[config.mk]
export PLATFORM = sky130hd
export DESIGN_NAME = io_write_arbiter
export DESIGN_NICKNAME = d
export VERILOG_FILES = /design/src/rtl/io_write_arbiter.sv
export SDC_FILE = /design/constraint.sdc
export NUM_CORES = 1
export LEC_CHECK = 0
export BUFFER_PORTS_ARGS = -buffer_cell sky130_fd_sc_hd__buf_2
export CAP_MARGIN = 10
export CORE_MARGIN = 5
export CORE_UTILIZATION = 35
export DETAILED_ROUTE_END_ITERATION = 8
export GPL_ROUTABILITY_DRIVEN = 0
export PLACE_DENSITY = 0.56
export SLEW_MARGIN = 10
export SYNTH_ARGS = -nofsm -noshare
export SYNTH_HDL_FRONTEND = slang
export SYNTH_SLANG_ARGS = --single-unit
[constraint.sdc]
create_clock -name clock -period 4.15 [get_ports clock]
set_input_delay 0.2075 -clock clock [delete_from_list [all_inputs] [get_ports clock]]
set_output_delay 0.2075 -clock clock [all_outputs]
set_load 0.01 [all_outputs]
[src/rtl/io_write_arbiter.sv]
// Purpose: merges PORT_COUNT Octavo I/O write ports into one valid/ready stream via per-port holding slots and round-robin grant.
// Latency: 2 cycles minimum from io_wren to out_valid (slot load, then output register load); one word per cycle sustained.
// Backpressure: out_ready=0 freezes the output register; a full slot raises io_write_EF, and writes into a full, ungranted slot are dropped and flagged in overflow.
module io_write_arbiter #(
  parameter int WORD_WIDTH       = 36,
  parameter int PORT_COUNT       = 2,
  parameter int PORT_INDEX_WIDTH = 1
) (
  input  logic                             clock,
  input  logic                             reset_n,
  input  logic [PORT_COUNT-1:0]            io_wren,
  input  logic [PORT_COUNT*WORD_WIDTH-1:0] io_write_data,
  output logic [PORT_COUNT-1:0]            io_write_EF,
  output logic                             out_valid,
  output logic [WORD_WIDTH-1:0]            out_data,
  output logic [PORT_INDEX_WIDTH-1:0]      out_port,
  input  logic                             out_ready,
  output logic [PORT_COUNT-1:0]            overflow
);

  // One holding slot per port.
  logic [WORD_WIDTH-1:0]       slot_data [PORT_COUNT];
  logic [PORT_COUNT-1:0]       slot_full;
  logic [PORT_INDEX_WIDTH-1:0] rr_ptr;

  // Arbitration results for the current cycle.
  logic                        out_free;
  logic                        grant_vld;
  logic [PORT_INDEX_WIDTH-1:0] grant_idx;
  logic [WORD_WIDTH-1:0]       grant_data;
  logic [PORT_COUNT-1:0]       grant_vec;
  int                          scan_dist;
  int                          best_dist;

  // The full flag comes straight from the slot register, so Octavo never sees a path from its own strobe.
  assign io_write_EF = slot_full;

  // Output register can take a new word when empty or when its current word is being consumed.
  assign out_free = !out_valid || out_ready;

  // Round-robin pick: the full slot at the smallest circular distance from rr_ptr wins.
  always_comb begin
    grant_vld  = 1'b0;
    grant_idx  = '0;
    grant_data = '0;
    scan_dist  = 0;
    best_dist  = PORT_COUNT;
    for (int i = 0; i < PORT_COUNT; i++) begin
      scan_dist = i - int'(rr_ptr);
      if (scan_dist < 0) begin
        scan_dist = scan_dist + PORT_COUNT;
      end
      if (slot_full[i] && (scan_dist < best_dist)) begin
        best_dist  = scan_dist;
        grant_vld  = 1'b1;
        grant_idx  = PORT_INDEX_WIDTH'(i);
        grant_data = slot_data[i];
      end
    end
  end

  // Per-port grant strobe, only when the output register actually takes the word.
  always_comb begin
    grant_vec = '0;
    for (int i = 0; i < PORT_COUNT; i++) begin
      grant_vec[i] = out_free && grant_vld && (grant_idx == PORT_INDEX_WIDTH'(i));
    end
  end

  // Output register and round-robin pointer.
  always_ff @(posedge clock) begin
    if (!reset_n) begin
      out_valid <= 1'b0;
      out_data  <= '0;
      out_port  <= '0;
      rr_ptr    <= '0;
    end else if (out_free) begin
      if (grant_vld) begin
        out_valid <= 1'b1;
        out_data  <= grant_data;
        out_port  <= grant_idx;
        if (int'(grant_idx) == PORT_COUNT - 1) begin
          rr_ptr <= '0;
        end else begin
          rr_ptr <= grant_idx + PORT_INDEX_WIDTH'(1);
        end
      end else begin
        // Nothing to send: drop valid but keep the last data/port visible.
        out_valid <= 1'b0;
      end
    end
  end

  // Slot load/drain and sticky overflow; a slot granted this cycle may be refilled at the same edge.
  always_ff @(posedge clock) begin
    if (!reset_n) begin
      slot_full <= '0;
      overflow  <= '0;
      for (int i = 0; i < PORT_COUNT; i++) begin
        slot_data[i] <= '0;
      end
    end else begin
      for (int i = 0; i < PORT_COUNT; i++) begin
        if (io_wren[i]) begin
          if (!slot_full[i] || grant_vec[i]) begin
            slot_data[i] <= io_write_data[i*WORD_WIDTH +: WORD_WIDTH];
            slot_full[i] <= 1'b1;
          end else begin
            overflow[i] <= 1'b1;
          end
        end else if (grant_vec[i]) begin
          slot_full[i] <= 1'b0;
        end
      end
    end
  end

endmodule
After elaboration in Yosys (flattened, before gate mapping)
Memory sizes are Yosys's and may differ from the RTL's.
Index checks and enable logic that the tools add are counted.
Widths: inputs -> output; s select.
Word-level totals
  word-level logic and storage cells: 70
  bits in writable memories: 72
  bits in read-only memories: 0
  output and inout port bits: 42
  memories: 1
  latch bits: 0
  bits in registers: 43
Memories
  slot_data: words 2, bits a word 36, read ports 2, clocked after memory_dff 0, wr ports 2, RTL line 22  | logic [WORD_WIDTH-1:0] slot_data [PORT_COUNT];
Operators by class
  equality and inequality tests: 2
  div/mod/pow operators: 0
  bitwise gates (word level): 5
  multiply operators: 0
  shift operators: 0
  reductions and logical operators: 18
  add/sub/neg operators: 5
  muxes and demuxes: 27
  order comparisons: 4
Operator list (number)
  $mux 36: 4
  $mux 32: 3
  $lt 32x3->1 const B: 1
  $lt 32x32->1: 1
  $mux 1: 20
  $reduce_and 2->1: 5
  $add 2x3->4 const B: 2
  $logic_and 1x1->1: 5
  $lt 2x1->1 const B: 2
  $ne 2x1->1 const B: 2
  $reduce_bool 2->1: 2
  $sub 1x1->2 const A: 2
  $logic_not 1->1: 3
  $logic_or 1x1->1: 3
  $not 1->1: 3
  $or 1x1->1: 2
  $add 1x1->1 const B: 1

Logic depth before layout (Yosys ltp)
  depth after elaboration: 17
  depth in mapped cells: 6
  gate-level depth less buffers: 4

Worst setup path before layout
Ideal clock, no wire load.
  kind: reg-to-reg
  start point: register slot_full[1] (netlist: io_write_EF[1])
  end point: memory slot_data[0][0] (enable)
  path buffers: 0
  required time: 3671 ps
  setup time: 479 ps
  arrival: 3196 ps
  stages on the path, launching flop included: 4
  slack: 475 ps
  clock period less this slack: 3675 ps
  cells stage by stage: dfxtp_1 nand2_1 a21boi_4 o21ai_0
RTL lines
  start, declared: RTL line 23  | logic [PORT_COUNT-1:0] slot_full;
  start signal, assigned: RTL line 97  | slot_full <= '0;
  start signal, assigned by index: RTL line 107  | slot_full[i] <= 1'b1;
  start signal, assigned by index: RTL line 112  | slot_full[i] <= 1'b0;
  end, declared: RTL line 22

Final worst setup path
  start point: register slot_full[1] (netlist: io_write_EF[1])
  end point: register out_data[17]
On the way
  cells in the longest elaborated chain, start to end: 3
Ends and longest elaborated chain
  $logic_and 1x1->1 *: RTL line 53  | if (slot_full[i] && (scan_dist < best_dist)) begin
  $mux 1: RTL line 53
  $reduce_and 2->1 (no line)
  end signal, assigned: RTL line 80  | out_data <= grant_data;
  end, declared: RTL line 15  | output logic [WORD_WIDTH-1:0] out_data,
Every way passes the cells marked *; elsewhere a longest branch is shown, timed or not.
A chain may end at the register's enable or synchronous reset.

==> tab_implementation.tex <==
\begin{tabular}{lr}
\hline
Metric & Value \\
\hline
\multicolumn{2}{l}{\textbf{Logic synthesis}} \\
Number of enable flip-flop cells after synthesis & 72 \\
Count of distinct cell types in the synthesized netlist & 27 \\
Combinational family with the most area after synthesis & simple AND/OR/NAND/NOR gates \\
Cell area after synthesis & about 4600 sq um \\
Number of instances in the synthesized netlist & 355 \\
Post-synthesis xor/xnor area fraction & 0 \\
Leading post-synthesis cells by instance count & sky130\_fd\_sc\_hd\_\_edfxtp\_1, sky130\_fd\_sc\_hd\_\_and3\_2, sky130\_fd\_sc\_hd\_\_dfxtp\_1, sky130\_fd\_sc\_hd\_\_nand2\_1, sky130\_fd\_sc\_hd\_\_a22oi\_1 \\
Adder and majority gate portion of the synthesized area & 0 \\
Synth top area cells & sky130\_fd\_sc\_hd\_\_edfxtp\_1, sky130\_fd\_sc\_hd\_\_dfxtp\_1, sky130\_fd\_sc\_hd\_\_and3\_2, sky130\_fd\_sc\_hd\_\_a22oi\_1, sky130\_fd\_sc\_hd\_\_and3\_1 \\
Share of cell area taken by muxes after synthesis & 0 \\
Net count after synthesis & approximately 430 \\
Synthesized-area fraction occupied by and/or/nand/nor cells & 0.155 \\
Average footprint of a synthesized cell & between 10 and 15 sq um \\
Async set or reset register ratio after synthesis & 0 \\
Top flip-flop cell by instance count after synthesis & sky130\_fd\_sc\_hd\_\_edfxtp\_1 \\
Portion of the post-synthesis area used by sequential elements & 0.654 \\
Seq cells post-synth & between 100 and 150 \\
Number of warnings issued by yosys & 0 \\
Fraction of synthesized cell area taken by the top area cell type & 0.467 \\
Fraction of the mapped netlist area in compound gates & 0.144 \\
Library cell with the largest summed area after synthesis & sky130\_fd\_sc\_hd\_\_edfxtp\_1 \\
Most numerous cell in the Yosys netlist & sky130\_fd\_sc\_hd\_\_edfxtp\_1 \\
\multicolumn{2}{l}{\textbf{Placement}} \\
Post-detailed-placement cell area & 5290 sq um \\
Pre-CTS setup slack & 2.06 ns \\
Detailed placement HPWL & 6610 microns \\
Count of port buffers added during placement & about 120 \\
\multicolumn{2}{l}{\textbf{Floorplanning}} \\
Chip width & approximately 120 microns \\
DIE AREA & around 16,000 sq um \\
Core Footprint & 13,100 sq um \\
Number of top-level pins & about 120 \\
Number of rows in the core area & 42 \\
Die H & around 120 microns \\
Starting Density & 0.354 \\
\multicolumn{2}{l}{\textbf{Global routing}} \\
Global route overflow & 0 \\
Number of global-route vias before repair & 3,321 \\
First-pass GRT wire length & around 18,000 microns \\
Number of antenna violations at the first check in global routing & 0 \\
Maximum number of pins on one net before global-route repair & 79 \\
GRT Util Overall & 0.145 \\
\multicolumn{2}{l}{\textbf{Cells and area}} \\
Area grow syn2layout & 28.1\% \\
Post-route cell area & just under 6000 sq um \\
Number of antenna diodes & 0 \\
Total Nets Final & about 540 \\
\# fillers & around 1,200 \\
Share of cells above drive strength 1 & 0.429 \\
\multicolumn{2}{l}{\textbf{Timing}} \\
Final-report hold violation count & 0 \\
Worst Slack Setup Final & between 2 and 2.5 ns \\
Worst-case clock skew & between 0.005 and 0.006 ns \\
Slew headroom & 0.273 \\
Crit share post-route & 0.504 \\
Setup repair after global routing missed its margin & no \\
Final Setup Violations & 0 \\
Transition time at the pin with the least slew margin & roughly 1.1 ns \\
Final total negative setup slack & 0 ns \\
Number of pins exceeding their max-slew limit in the final report & 0 \\
Min Clock Period, post-route & between 2 and 2.5 ns \\
Maximum frequency from static timing analysis & 478 MHz \\
\multicolumn{2}{l}{\textbf{Clocking}} \\
Longest Clk Path Bufs & 2 \\
Clock Latency Late Sink & around 0.40 ns \\
Postcts setup bufs & 0 \\
Clock Sinks & around 120 \\
Reg clk slew, reported paths & 0.05 ns \\
Number of buffers inserted during clock tree synthesis & 17 \\
Cts repair resizes & 0 \\
CTS H-Tree Depth & 4 \\
TritonCTS clock tree & done \\
Root Driver & sky130\_fd\_sc\_hd\_\_clkbuf\_16 \\
Count of hold-fix buffers inserted at cts & 0 \\
\multicolumn{2}{l}{\textbf{Power and ir drop}} \\
Cell area power density & approximately 530 nW/um\^{}2 \\
Static leakage & 2.59 nW \\
IR drop worst, VDD & roughly 0.27 mV \\
PnR Total Power & 3.16 mW \\
\multicolumn{2}{l}{\textbf{Route}} \\
DRT Wirelength & about 11,000 microns \\
Remaining design rule violation count & 0 \\
Number of DRC markers after the initial detailed-route iteration & 229 \\
Wire length per cell & around 17 microns \\
Antenna viol nets, final & 0 \\
Vias per cell & 4.91 \\
Via count & around 3,200 \\
Detailed-router iteration count before antenna repair & 4 \\
\multicolumn{2}{l}{\textbf{Worst setup path}} \\
Worst setup path category & register to register \\
Nature of the critical path startpoint & register \\
Highest fanout seen on the critical path & 25 \\
Sort of element at the end of the critical path & register \\
Data arrival time at the worst-slack endpoint & 2.42 ns \\
Worst EP required & around 4.5 ns \\
\multicolumn{2}{l}{\textbf{Status}} \\
Status & completed \\
\multicolumn{2}{l}{\textbf{Job}} \\
Number of max-cap violations & 0 \\
\multicolumn{2}{l}{\textbf{Worst hold path}} \\
Worst min path class & input pin to register \\
\hline
\end{tabular}
critical path: stages (launching register included):
cell and delay [ns]:
sky130_fd_sc_hd__dfxtp_1 0.51, sky130_fd_sc_hd__inv_2 0.10, sky130_fd_sc_hd__nor3_4 0.56, sky130_fd_sc_hd__buf_4 0.43
sky130_fd_sc_hd__a22oi_1 0.17, sky130_fd_sc_hd__a21boi_1 0.23
worst paths after layout:
check / start / end / slack [ns] / depth (start not counted)
worst min register to register: overflow[1] / overflow[1] / 0.48 / 1
worst max-delay path: io_write_EF[1] / out_data[17] / 2.06 / 5
worst max register to register: io_write_EF[1] / out_data[17] / 2.06 / 5
worst min-delay path: io_wren[0] / io_write_EF[0] / 0.05 / 2
per-layer routing:
layer / routed length, microns / up-vias / global-route usage
li1: - / 1544 / -
met5: 0 / - / 0
met3: 683 / 14 / 0.0606
met4: 104 / 0 / 0.0383
met1: 5010 / 1559 / 0.186
met2: 5320 / 91 / 0.227
flip-flops by register name (all words and copies together) (netlist names):
register and cells:
io_write_EF 2, overflow 2, out_valid 1, rr_ptr 1, slot_data 72, out_port 1, out_data 36
metrics by stage:
stage	hold slack, ns	utilization	std cells
finish	0.0532	0.453	654
global route	0.0527	0.453	654
CTS	0.0329	0.453	654
detailed placement	0.455	0.404	622
global placement	0.449	0.404	622
floorplan	0.332	-	355
where the power goes:
| part | total (mW) | leakage (nW) | internal, mW | switching (mW) |
|---|---|---|---|---|
| sequential | 1.35 | 1.14 | 1.31 | 0.0331 |
| combinational | 0.247 | 1.14 | 0.106 | 0.141 |
| clock | 1.57 | 0.308 | 1.07 | 0.498 |
layout by cell type (no fill, tap or decap), drive strengths merged, types with 4 or more instances in the layout:
cell type,Yosys,layout
a22oi,36,36
edfxtp,72,72
a21boi,39,39
dfxtp,43,43
nand2,40,40
bufinv,0,4
clkbuf,13,23
buf,18,122
and3,73,73
final cells by class:
class                      count  area (sq um)  area share
sequential                   115          3020       0.510
clock inverter                 9           150      0.0253
clock buffer                  23           489      0.0826
inverter                       3          11.3     0.00190
tap                          176           220      0.0372
multi-input combinational    206          1410       0.238
timing repair buffer         122           621       0.105
cells by family (layout without fill, tap and decap cells):
logic type	Yosys count	count (layout)
buffers and inverters	34	157
AOI/OAI and AO/OA	85	85
and+or+nand+nor	121	121
DFF	115	115
Note: power is estimated with default switching activity, not from simulation.
